--- src/rtl/id_ex_stage_reg.sv ---
// id_ex_stage_reg: ID->EX pipeline register with stall, flush, load-use bubble and optional WB bypass.
// Latency: 1 cycle input->output; hazard_o is the only combinational output.
// Backpressure: stall_i holds every output; hazard_o asks upstream to hold PC and IF/ID.
//
// Ports:
//   clk_i, rst_i (async, active-high)             clock and reset
//   valid_i, stall_i, flush_i                     slot valid, hold, kill
//   pc_i, rs/rt/rd_addr_i, rs/rt_data_i, imm_i    decoded ID instruction
//   ctrl_i [CTRL_W]                               decoded control, all-zero = NOP
//   wb_we_i, wb_addr_i, wb_data_i                 WB-stage register write port
//   hazard_o                                      load-use hazard (combinational)
//   valid_o, pc_o ... ctrl_o                      registered EX copies of the inputs
//
// Build option: define WB_BYPASS_EN to bypass same-cycle WB writes into rs/rt data.
`timescale 1ns/1ps

module id_ex_stage_reg #(
  parameter int CTRL_W      = 12,
  parameter int MEMREAD_BIT = 3
) (
  input  logic              clk_i,
  input  logic              rst_i,
  input  logic              valid_i,
  input  logic              stall_i,
  input  logic              flush_i,
  input  logic [31:0]       pc_i,
  input  logic [4:0]        rs_addr_i,
  input  logic [4:0]        rt_addr_i,
  input  logic [4:0]        rd_addr_i,
  input  logic [31:0]       rs_data_i,
  input  logic [31:0]       rt_data_i,
  input  logic [31:0]       imm_i,
  input  logic [CTRL_W-1:0] ctrl_i,
  input  logic              wb_we_i,
  input  logic [4:0]        wb_addr_i,
  input  logic [31:0]       wb_data_i,
  output logic              hazard_o,
  output logic              valid_o,
  output logic [31:0]       pc_o,
  output logic [4:0]        rs_addr_o,
  output logic [4:0]        rt_addr_o,
  output logic [4:0]        rd_addr_o,
  output logic [31:0]       rs_data_o,
  output logic [31:0]       rt_data_o,
  output logic [31:0]       imm_o,
  output logic [CTRL_W-1:0] ctrl_o
);

  logic        load_use;
  logic [31:0] rs_load;
  logic [31:0] rt_load;
  logic [31:0] rs_hold;
  logic [31:0] rt_hold;

  // A load in EX whose destination is read by the instruction in ID.
  // Register 0 is hard-wired to zero, so it can never create a dependency.
  assign load_use = valid_o & ctrl_o[MEMREAD_BIT] & valid_i & (rd_addr_o != 5'd0) &
                    ((rd_addr_o == rs_addr_i) | (rd_addr_o == rt_addr_i));
  assign hazard_o = load_use;

`ifdef WB_BYPASS_EN
  // Register file reads happen before the WB write lands, so a same-cycle
  // write to a source register is taken from the WB port instead.
  assign rs_load = (wb_we_i && (wb_addr_i != 5'd0) && (wb_addr_i == rs_addr_i)) ? wb_data_i : rs_data_i;
  assign rt_load = (wb_we_i && (wb_addr_i != 5'd0) && (wb_addr_i == rt_addr_i)) ? wb_data_i : rt_data_i;
  // While held, keep snooping WB against the held indices so the operands
  // EX eventually consumes reflect writes that retired during the stall.
  assign rs_hold = (wb_we_i && (wb_addr_i != 5'd0) && (wb_addr_i == rs_addr_o)) ? wb_data_i : rs_data_o;
  assign rt_hold = (wb_we_i && (wb_addr_i != 5'd0) && (wb_addr_i == rt_addr_o)) ? wb_data_i : rt_data_o;
`else
  logic unused_wb;
  assign unused_wb = ^{wb_we_i, wb_addr_i, wb_data_i};
  assign rs_load   = rs_data_i;
  assign rt_load   = rt_data_i;
  assign rs_hold   = rs_data_o;
  assign rt_hold   = rt_data_o;
`endif

  always_ff @(posedge clk_i or posedge rst_i) begin
    if (rst_i) begin
      valid_o   <= 1'b0;
      pc_o      <= '0;
      rs_addr_o <= '0;
      rt_addr_o <= '0;
      rd_addr_o <= '0;
      rs_data_o <= '0;
      rt_data_o <= '0;
      imm_o     <= '0;
      ctrl_o    <= '0;
    end else begin
      // Payload fields advance on flush and bubble as well: the slot is
      // marked invalid, so their contents are irrelevant there.
      if (flush_i || !stall_i) begin
        pc_o      <= pc_i;
        rs_addr_o <= rs_addr_i;
        rt_addr_o <= rt_addr_i;
        rd_addr_o <= rd_addr_i;
        rs_data_o <= rs_load;
        rt_data_o <= rt_load;
        imm_o     <= imm_i;
      end else begin
        rs_data_o <= rs_hold;
        rt_data_o <= rt_hold;
      end

      // Flush beats stall; stall beats the bubble so a held load stays in EX.
      if (flush_i || (!stall_i && load_use)) begin
        valid_o <= 1'b0;
        ctrl_o  <= '0;
      end else if (!stall_i) begin
        valid_o <= valid_i;
        ctrl_o  <= valid_i ? ctrl_i : '0;
      end
    end
  end

endmodule

--- config.mk ---
export PLATFORM = sky130hd
export DESIGN_NAME = id_ex_stage_reg
export DESIGN_NICKNAME = d
export VERILOG_FILES = /design/src/rtl/id_ex_stage_reg.sv
export SDC_FILE = /design/constraint.sdc
export NUM_CORES = 1
export LEC_CHECK = 0
export ABC_AREA = 1
export CORE_AREA = 2 2 139 141
export CTS_CLUSTER_SIZE = 12
export DETAILED_ROUTE_END_ITERATION = 10
export DIE_AREA = 0 0 141 143
export PLACE_DENSITY = 0.7
export SETUP_SLACK_MARGIN = 0.4
export SLEW_MARGIN = 20
export SYNTH_ARGS = -nofsm -noshare
export SYNTH_HDL_FRONTEND = slang
export SYNTH_SLANG_ARGS = --single-unit
--- constraint.sdc ---
create_clock -name clk_i -period 15 [get_ports clk_i]
set_input_delay 3 -clock clk_i [delete_from_list [all_inputs] [get_ports clk_i]]
set_output_delay 3 -clock clk_i [all_outputs]
set_load 0.02 [all_outputs]
==> results of run 1 <==
cell usage after synthesis:
cell type	instances	area share
a21oi_1	1	0.00081
dfrtp_1	156	0.63
nor2_1	20	0.012
nor2_4	1	0.0018
nand3_1	16	0.013
clkbuf_1	12	0.0073
nand2_1	456	0.28
buf_6	1	0.0018
o21ai_0	13	0.011
inv_2	4	0.0024
inv_1	26	0.016
buf_2	22	0.018
nand3_2	1	0.0016
xnor2_1	2	0.0028
worst max path at each step:
stage / start / endpoint / slack (ps) / cells past startpoint
3_3_place_gp: rt_addr_i[0] / hazard_o / 7380 / 8
4_1_cts: rt_addr_i[0] / hazard_o / 7350 / 8
2_1_floorplan: rst_i / ctrl_o[0] / 7790 / 1
5_1_grt: rt_addr_i[1] / hazard_o / 7230 / 8
3_5_place_dp: rt_addr_i[0] / hazard_o / 7350 / 8
6_report: rt_addr_i[0] / hazard_o / 7340 / 8
cells by family (layout without fill, tap and decap cells):
group           after synthesis  after routing  synth area share
compound gates               14             14           0.01138
xor+xnor                      2              2          0.002845
buf+inv                      65            383           0.04531
flops                       156            156            0.6339
other cells                   0              1                 0
simple gates                494            494            0.3066
per-stage QoR:
| stage | cell area (um2) | hold slack, ps | power, W | cells | utilization |
|---|---|---|---|---|---|
| after global placement | 9493 | 459.9 | 0.0007031 | 1251 | 0.5109 |
| after floorplan | 6158 | 589.1 | 0.0005753 | 731 | - |
| after global routing | 10090 | 489.0 | 0.001187 | 1284 | 0.5428 |
| final | 10090 | 477.8 | 0.001130 | 1284 | 0.5428 |
| after CTS | 10080 | 481.0 | 0.001148 | 1283 | 0.5427 |
| after detailed placement | 9493 | 463.5 | 0.0007063 | 1251 | 0.5109 |
state kept, by name (all words and copies together) (netlist names):
| name | cells |
|---|---|
| imm_o | 32 |
| rt_addr_o | 5 |
| rd_addr_o | 5 |
| rt_data_o | 32 |
| pc_o | 32 |
| ctrl_o | 12 |
| rs_addr_o | 5 |
| rs_data_o | 32 |
| valid_o | 1 |
power by group:
group	switching (W)	internal [W]	leakage, nW
registers	0.0000194	0.000455	1.88
logic	0.000111	0.000111	2.80
clock network	0.000185	0.000249	0.284
metal layers:
metal,part of all wire,vias up
li1,-,2803
met1,0.42,2580
met2,0.48,217
met3,0.090,17
met4,0.014,0
met5,0,-
worst max-delay path: stages:
cell and delay, ps:
clkdlybuf4s50_1 500, nand2_1 60, inv_1 50, nor2_1 40
nor2_1 110, nand3_1 110, a21oi_1 160, clkdlybuf4s50_1 630
final cells by class:
cell class / count / area, um2 / share of cell area
diodes: 1 / 2.502 / 0.0002481
clock buffers: 18 / 429.2 / 0.04255
clock inverters: 14 / 161.4 / 0.01600
inverters: 30 / 120.1 / 0.01191
multi-input cells: 510 / 1976 / 0.1959
flip-flops and latches: 156 / 3904 / 0.3870
well taps: 234 / 292.8 / 0.02903
repair buffers: 321 / 3201 / 0.3173
==> results by group, run 1 <==
Setup path
  – Worst Path Arrival: about 4700 ps
  – Critical Path Start Type: input pin
  – Crit path max fanout: 3
  – CP endpoint kind: output pin
  – R2r setup slk: 13350 ps
  – Reg2reg path depth: 9
  – Reg2reg start: rd_addr_o[1]
  – Worst endpoint required time: around 12000 ps
  – WS Path Type: input pin to output pin
  – Worst r2r dst: ctrl_o[11]

Global route
  – Met1 global-route usage: 0.2248
  – Met3 usage: 0.07210
  – Total Routing Usage GR: 0.1859
  – First-pass GRT wire length: 29.30 mm
  – Grt met2 use: 0.3058
  – Grt ovf: 0
  – Vias in the first global route: between 5000 and 6000
  – Initial antenna violation count: 1
  – Pin count of the biggest net entering global routing: ~110
  – Gr busiest metal: met2

Clocking
  – Clk root buf: clkbuf_16
  – Clock Path Buffers: 2
  – Setup Fix Bufs, Post-CTS: 0
  – Clock transition at path regs: 60 ps
  – TritonCTS buffer count: 17
  – Worst skew pair latency: about 420 ps
  – Cts repair resizes: 0
  – Clock sink total: 156
  – CTS tree: done
  – CTS H-tree lvls: 4
  – Hold buffer count at cts: 0

Timing
  – Max Freq: 0.1306 GHz
  – Fin worst setup slack: roughly 7300 ps
  – Tmin final: around 7700 ps
  – Worst slew pin tran: about 1100 ps
  – Worst Skew: 8.798 ps
  – Fin Setup TNS: 0 ps
  – Final setup violation count: 0
  – Slew Limit Fails: 0
  – Final Hold Viols: 0
  – Final period util: 0.5106
  – Max-slew headroom: 0.2876
  – Unrepaired setup endpoints after global routing: false

Die
  – Die width: 141 um
  – Die height: between 100 and 150 um
  – Core box area: 18580 um2
  – Io pins: 355
  – Starting Density: 0.3314
  – Row count: 50
  – Total die area: 20160 um2

Drt
  – Iter 0 DRT Violations: 243
  – Drt via density: around 4.4
  – Drt wl/cell: 14.50 um
  – DRT Wirelength: 18.61 mm
  – ANT nets after route: 0
  – # DRC: 0
  – Via count: 5617
  – Drt pass-1 iters: 4

Layout
  – Most common cell after layout, fill and taps aside: nand2_1
  – Area grow syn2layout: 63.77%
  – Fillers: 1739
  – Share of layout cells above drive strength 1: 0.04099
  – Commonest cells after routing, fill and taps aside: nand2_1 (456), clkdlybuf4s50_1 (316), dfrtp_1 (156)
  – Post-layout net count: 1234

Synth
  – Mapped Nets: ~930
  – Register area share after synthesis: 0.6339
  – #FFs+latches synth: 156
  – Post-Synthesis Cells: 731
  – Yosys warns: 0
  – Post-synthesis cell type count: 14
  – Syn Std Cell Area: 6158 um2
  – Synthesized area per cell: 8.425 um2

Hold path
  – Worst hold path depth: 2
  – Worst hold path type: register to register
  – Worst hold path startpoint: rs_data_o[18]
  – End of the worst hold path: rs_data_o[18]

Status
  – Outcome: finished, final reports clean

Power
  – Worst ir drop on vdd: a little under 0.08 mV
  – Leak: around 5 nW
  – Pwr/cell area: 112.1 nW/um2

Place
  – GP Congestion: 0.7939
  – Detail Placement HPWL: 12.86 mm
  – Place WS: 7351 ps
  – Port bufs: about 320

Job
  – Max_cap viols: 0
No activity file was read; power rests on OpenSTA's default activity.
==> inputs of run 2 (changes only) <==
--- a/config.mk
+++ b/config.mk
@@ -6,11 +6,11 @@
 export NUM_CORES = 1
 export LEC_CHECK = 0
 export ABC_AREA = 1
-export CORE_AREA = 2 2 139 141
+export CORE_AREA = 2 2 162 116
 export CTS_CLUSTER_SIZE = 12
 export DETAILED_ROUTE_END_ITERATION = 10
-export DIE_AREA = 0 0 141 143
-export PLACE_DENSITY = 0.7
+export DIE_AREA = 0 0 164 118
+export PLACE_DENSITY = 0.76
 export SETUP_SLACK_MARGIN = 0.4
 export SLEW_MARGIN = 20
 export SYNTH_ARGS = -nofsm -noshare
==> constraint.sdc (replaced) <==
create_clock -name clk_i -period 6.3 [get_ports clk_i]
set_input_delay 1.26 -clock clk_i [delete_from_list [all_inputs] [get_ports clk_i]]
set_output_delay 1.26 -clock clk_i [all_outputs]
set_load 0.02 [all_outputs]
==> run 2 against run 1 <==
Net effect: via count about the same; clock power up 120%; critical path depth unchanged; sequential share of layout area up 0.15 points; highest routed layer unchanged; combinational power up 140%.
==> results by group, run 2 (same netlist as run 1, synthesis figures left out) <==
Timing
  – Tmin final: 4175 ps
  – Final period util: 0.6628
  – Final Hold Viols: 0
  – Fin Setup TNS: 0 ps
  – Worst slew pin tran: 898.1 ps
  – Unrepaired setup endpoints after global routing: false
  – Max Freq: 0.2395 GHz
  – Worst Skew: 6.968 ps
  – Final setup violation count: 0
  – Max-slew headroom: 0.4013
  – Slew Limit Fails: 0

Setup path
  – CP endpoint kind: output pin
  – CP peak stage delay: 630 ps
  – Crit path max fanout: 2
  – WS Path Type: input pin to output pin
  – Critical Path Start Type: input pin
  – Worst path cell trace: clkdlybuf4s50_1 -> inv_1 -> nand2_1 -> nand2_1 -> nor2_1 -> nand3_1 -> a21oi_1 -> clkdlybuf4s50_1
  – Crit path buffers/inverters: 3
  – CP max-delay cell: clkdlybuf4s50_1
  – Delay-heaviest family, CP: buffers and inverters
  – Worst Path Arrival: 2920 ps
  – Worst endpoint required time: 5040 ps

Global route
  – Grt ovf: 0
  – First-pass GRT wire length: around 29 mm
  – Pin count of the biggest net entering global routing: 91
  – Initial antenna violation count: 0
  – Total Routing Usage GR: 0.1933
  – Vias in the first global route: 5651

Die
  – Starting Density: 0.3460
  – Io pins: 355
  – Core box area: about 18000 um2
  – Total die area: 19350 um2
  – Die height: 118 um
  – Row count: 41
  – Die width: roughly 160 um

Drt
  – # DRC: 0
  – Drt wl/cell: 14.31 um
  – Via count: 5612
  – Iter 0 DRT Violations: 347
  – ANT nets after route: 0
  – Drt pass-1 iters: 7
  – DRT Wirelength: 18.38 mm
  – Drt via density: 4.371

Clocking
  – Setup Fix Bufs, Post-CTS: 0
  – Clock transition at path regs: ~60 ps
  – CTS tree: done
  – Clock sink total: 156
  – Cts repair resizes: 0
  – CTS H-tree lvls: 4
  – TritonCTS buffer count: 17
  – Clock Path Buffers: 2
  – Worst skew pair latency: 410 ps
  – Clk root buf: clkbuf_16
  – Hold buffer count at cts: 0

Place
  – GP Congestion: 0.8148
  – Port bufs: 316
  – Detail Placement HPWL: 12.89 mm

Layout
  – Most common cell after layout, fill and taps aside: nand2_1
  – Area grow syn2layout: 63.13%
  – Commonest cells after routing, fill and taps aside: nand2_1 (456), clkdlybuf4s50_1 (316), dfrtp_1 (156)
  – Post-layout net count: between 1000 and 1500
  – # diodes: 0
  – Share of layout cells above drive strength 1: 0.04198

Status
  – Outcome: finished, final reports clean

Power
  – Leak: 4.949 nW
  – Worst ir drop on vdd: 0.1434 mV
  – Pwr/cell area: 260.0 nW/um2
  – Tot Pwr: between 0.002 and 0.003 W

Hold path
  – Worst hold path type: register to register

Job
  – Max_cap viols: 0
-- run 2: layer usage --
layer	vias up	wire length, um	global-route usage
met2	220	8391	0.3107
met3	25	1895	0.07752
met5	-	0	0
li1	2796	-	-
met4	0	384	0.07072
met1	2571	7705	0.2337
-- run 2: worst reg2reg max path, delay by kind of cell (launching register included) --
family	cells	cell delay, ps
flip-flops	1	390
buffers and inverters	1	100
AND/OR/NAND/NOR	8	990
-- run 2: worst paths after layout --
| kind | depth (start not counted) | end | startpoint | slack (ps) |
|---|---|---|---|---|
| min in group asynchronous | 2 | imm_o[2] | rst_i | 1290 |
| worst max register to register | 9 | ctrl_o[0] | rd_addr_o[2] | 4720 |
| worst min-delay path | 2 | ctrl_o[6] | ctrl_o[6] | 470 |
| worst min register to register | 2 | ctrl_o[6] | ctrl_o[6] | 470 |
| max in group asynchronous | 3 | pc_o[2] | rst_i | 3920 |
| worst max-delay path | 8 | hazard_o | rt_addr_i[1] | 2120 |
-- run 2: per-stage QoR --
stage                     std cells  worst slack [ps]  area, um2  hold WS [ps]    util
after floorplan                 731             833.5       6158         589.1       -
final                          1284              2125      10050         475.0  0.5643
after global routing           1284              2035      10050         494.8  0.5643
after detailed placement       1253              2140       9495         463.8  0.5334
after CTS                      1284              2129      10040         480.8  0.5642
after global placement         1253              2149       9495         461.0  0.5334
-- run 2: final cells by class --
class	instances	area, um2
fill	1530	7755
sequential	156	3904
timing repair buffer	321	3201
multi-input combinational	510	1978
clock buffer	18	439.2
tap	236	295.3
inverter	30	120.1
clock inverter	13	108.9
-- run 2: where the power goes --
part	leakage, nW	internal (W)	switching (W)
Clock	0.262	0.000521	0.000432
Combinational	2.80	0.000264	0.000266
Sequential	1.88	0.00108	0.0000455
==> inputs of run 3 (changes only) <==
==> constraint.sdc (replaced) <==
create_clock -name clk_i -period 3.7 [get_ports clk_i]
set_input_delay 0.74 -clock clk_i [delete_from_list [all_inputs] [get_ports clk_i]]
set_output_delay 0.74 -clock clk_i [all_outputs]
set_load 0.02 [all_outputs]
==> run 3 against run 2 <==
Net effect: combinational power increased by 71%; count of clock-buffer cells in the layout unchanged; first-iteration DRC count increased by 8.6%.
==> results by group, run 3 (same netlist as run 1, synthesis figures left out) <==
Layout
  – Most common cell after layout, fill and taps aside: nand2_1
  – Fin cells: 1284
  – Share of layout cells above drive strength 1: 0.04103
  – # diodes: 0
  – Area grow syn2layout: 64.26%
  – Commonest cells after routing, fill and taps aside: nand2_1 (456), clkdlybuf4s50_1 (316), dfrtp_1 (156)
  – Post-layout net count: 1234

Setup path
  – CP max-delay cell: clkdlybuf4s50_1
  – Worst setup path endpoint: hazard_o
  – Worst setup startpoint: rt_addr_i[2]
  – Crit path max fanout: 2
  – Worst path cell trace: clkdlybuf4s50_1 -> inv_1 -> nand2_1 -> nand2_1 -> nor2_1 -> nand3_1 -> a21oi_1 -> clkdlybuf4s50_1
  – Reg2reg path depth: 9
  – Worst endpoint required time: 2960 ps
  – CP endpoint kind: output pin
  – Worst r2r dst: ctrl_o[0]
  – R2r setup slk: 2100 ps
  – Worst Path Arrival: 2440 ps
  – Crit path buffers/inverters: 3
  – Reg2reg start: rd_addr_o[1]
  – Delay-heaviest family, CP: buffers and inverters
  – Critical Path Start Type: input pin
  – WP depth: 8
  – CP peak stage delay: 630 ps
  – WS Path Type: input pin to output pin

Timing
  – Worst Skew: 6.932 ps
  – Slew Limit Fails: 0
  – Unrepaired setup endpoints after global routing: false
  – Final Hold Viols: 0
  – Tmin final: 3179 ps
  – Fin Setup TNS: 0 ps
  – Final setup violation count: 0
  – Max Freq: 0.3145 GHz
  – Final period util: 0.8593
  – Worst slew pin tran: 997.5 ps
  – Max-slew headroom: 0.3326

Clocking
  – Cts repair resizes: 0
  – Clock sink total: 156
  – Clk root buf: clkbuf_16
  – Setup Fix Bufs, Post-CTS: 0
  – CTS H-tree lvls: 4
  – Clock Path Buffers: 2
  – CTS tree: done
  – Hold buffer count at cts: 0
  – Worst skew pair latency: 410 ps
  – TritonCTS buffer count: 17
  – Clock transition at path regs: 60 ps

Place
  – GP Congestion: 0.8076
  – Detail Placement HPWL: 12.50 mm
  – Port bufs: 316
  – Placed Cells: 1253

Drt
  – Drt via density: 4.373
  – Drt wl/cell: 13.77 um
  – DRT Wirelength: around 18 mm
  – Drt pass-1 iters: 7
  – # DRC: 0
  – Iter 0 DRT Violations: 377
  – Via count: 5615
  – ANT nets after route: 0

Status
  – Outcome: finished, final reports clean

Die
  – Die height: between 100 and 150 um
  – Row count: around 40
  – Io pins: 355
  – Total die area: ~19000 um2
  – Core box area: 17800 um2
  – Die width: 164 um
  – Starting Density: 0.3460

Power
  – Worst ir drop on vdd: 0.2278 mV
  – Pwr/cell area: around 450 nW/um2
  – Leak: 4.969 nW

Global route
  – Vias in the first global route: 5534
  – First-pass GRT wire length: 27.99 mm
  – Pin count of the biggest net entering global routing: 171
  – Grt ovf: 0
  – Initial antenna violation count: 0
  – Total Routing Usage GR: 0.1838

Hold path
  – Worst hold path type: register to register

Job
  – Max_cap viols: 0
run 3: worst min path at each step:
stage                  startpoint             to  slack [ps]  depth (start not counted)
detailed placement   rt_data_o[7]   rt_data_o[7]         460                          2
global route         rt_data_o[9]   rt_data_o[9]         490                          2
global placement    rt_data_o[12]  rt_data_o[12]         460                          2
finish              rt_data_o[10]  rt_data_o[10]         480                          2
CTS                  rt_data_o[7]   rt_data_o[7]         480                          2
floorplan               imm_o[31]      imm_o[31]         590                          2
run 3: metal layers:
layer	up-vias	global-route usage	wire length, um
met5	-	0	0
li1	2797	-	-
met4	0	0.05921	255
met3	22	0.07470	1847
met2	224	0.2920	8018
met1	2572	0.2276	7564
run 3: worst reg2reg max path: cells and delay by family, from the launching register on:
family | cells | cell delay, ps
DFF | 1 | 400
and+or+nand+nor | 8 | 960
buffers and inverters | 1 | 120
run 3: where the power goes:
part	switching (W)	leakage [nW]	internal, W	total, W
Combinational	0.000451	2.82	0.000454	0.000905
Clock	0.000729	0.268	0.000956	0.00168
Sequential	0.0000772	1.88	0.00184	0.00192
Total	0.00126	4.97	0.00325	0.00451
run 3: cell type report:
| class | instances | area (um2) |
|---|---|---|
| multi-input cells | 510 | 1976 |
| flip-flops and latches | 156 | 3904 |
| fillers | 1554 | 7685 |
| clock buffers | 18 | 439.2 |
| well taps | 236 | 295.3 |
| clock inverters | 13 | 132.6 |
| repair buffers | 321 | 3251 |
| inverters | 30 | 118.9 |
run 3: metrics by stage:
stage                     instance area (um2)  hold slack [ps]  power [W]    util  worst slack, ps
final                                   10120            477.9   0.004510  0.5683            520.6
after floorplan                          6162            589.1   0.002333       -            987.1
after global routing                    10120            490.6   0.004735  0.5683            420.6
after CTS                               10120            481.2   0.004573  0.5683            538.7
after global placement                   9544            461.2   0.002851  0.5362            563.2
after detailed placement                 9544            463.6   0.002863  0.5362            552.8
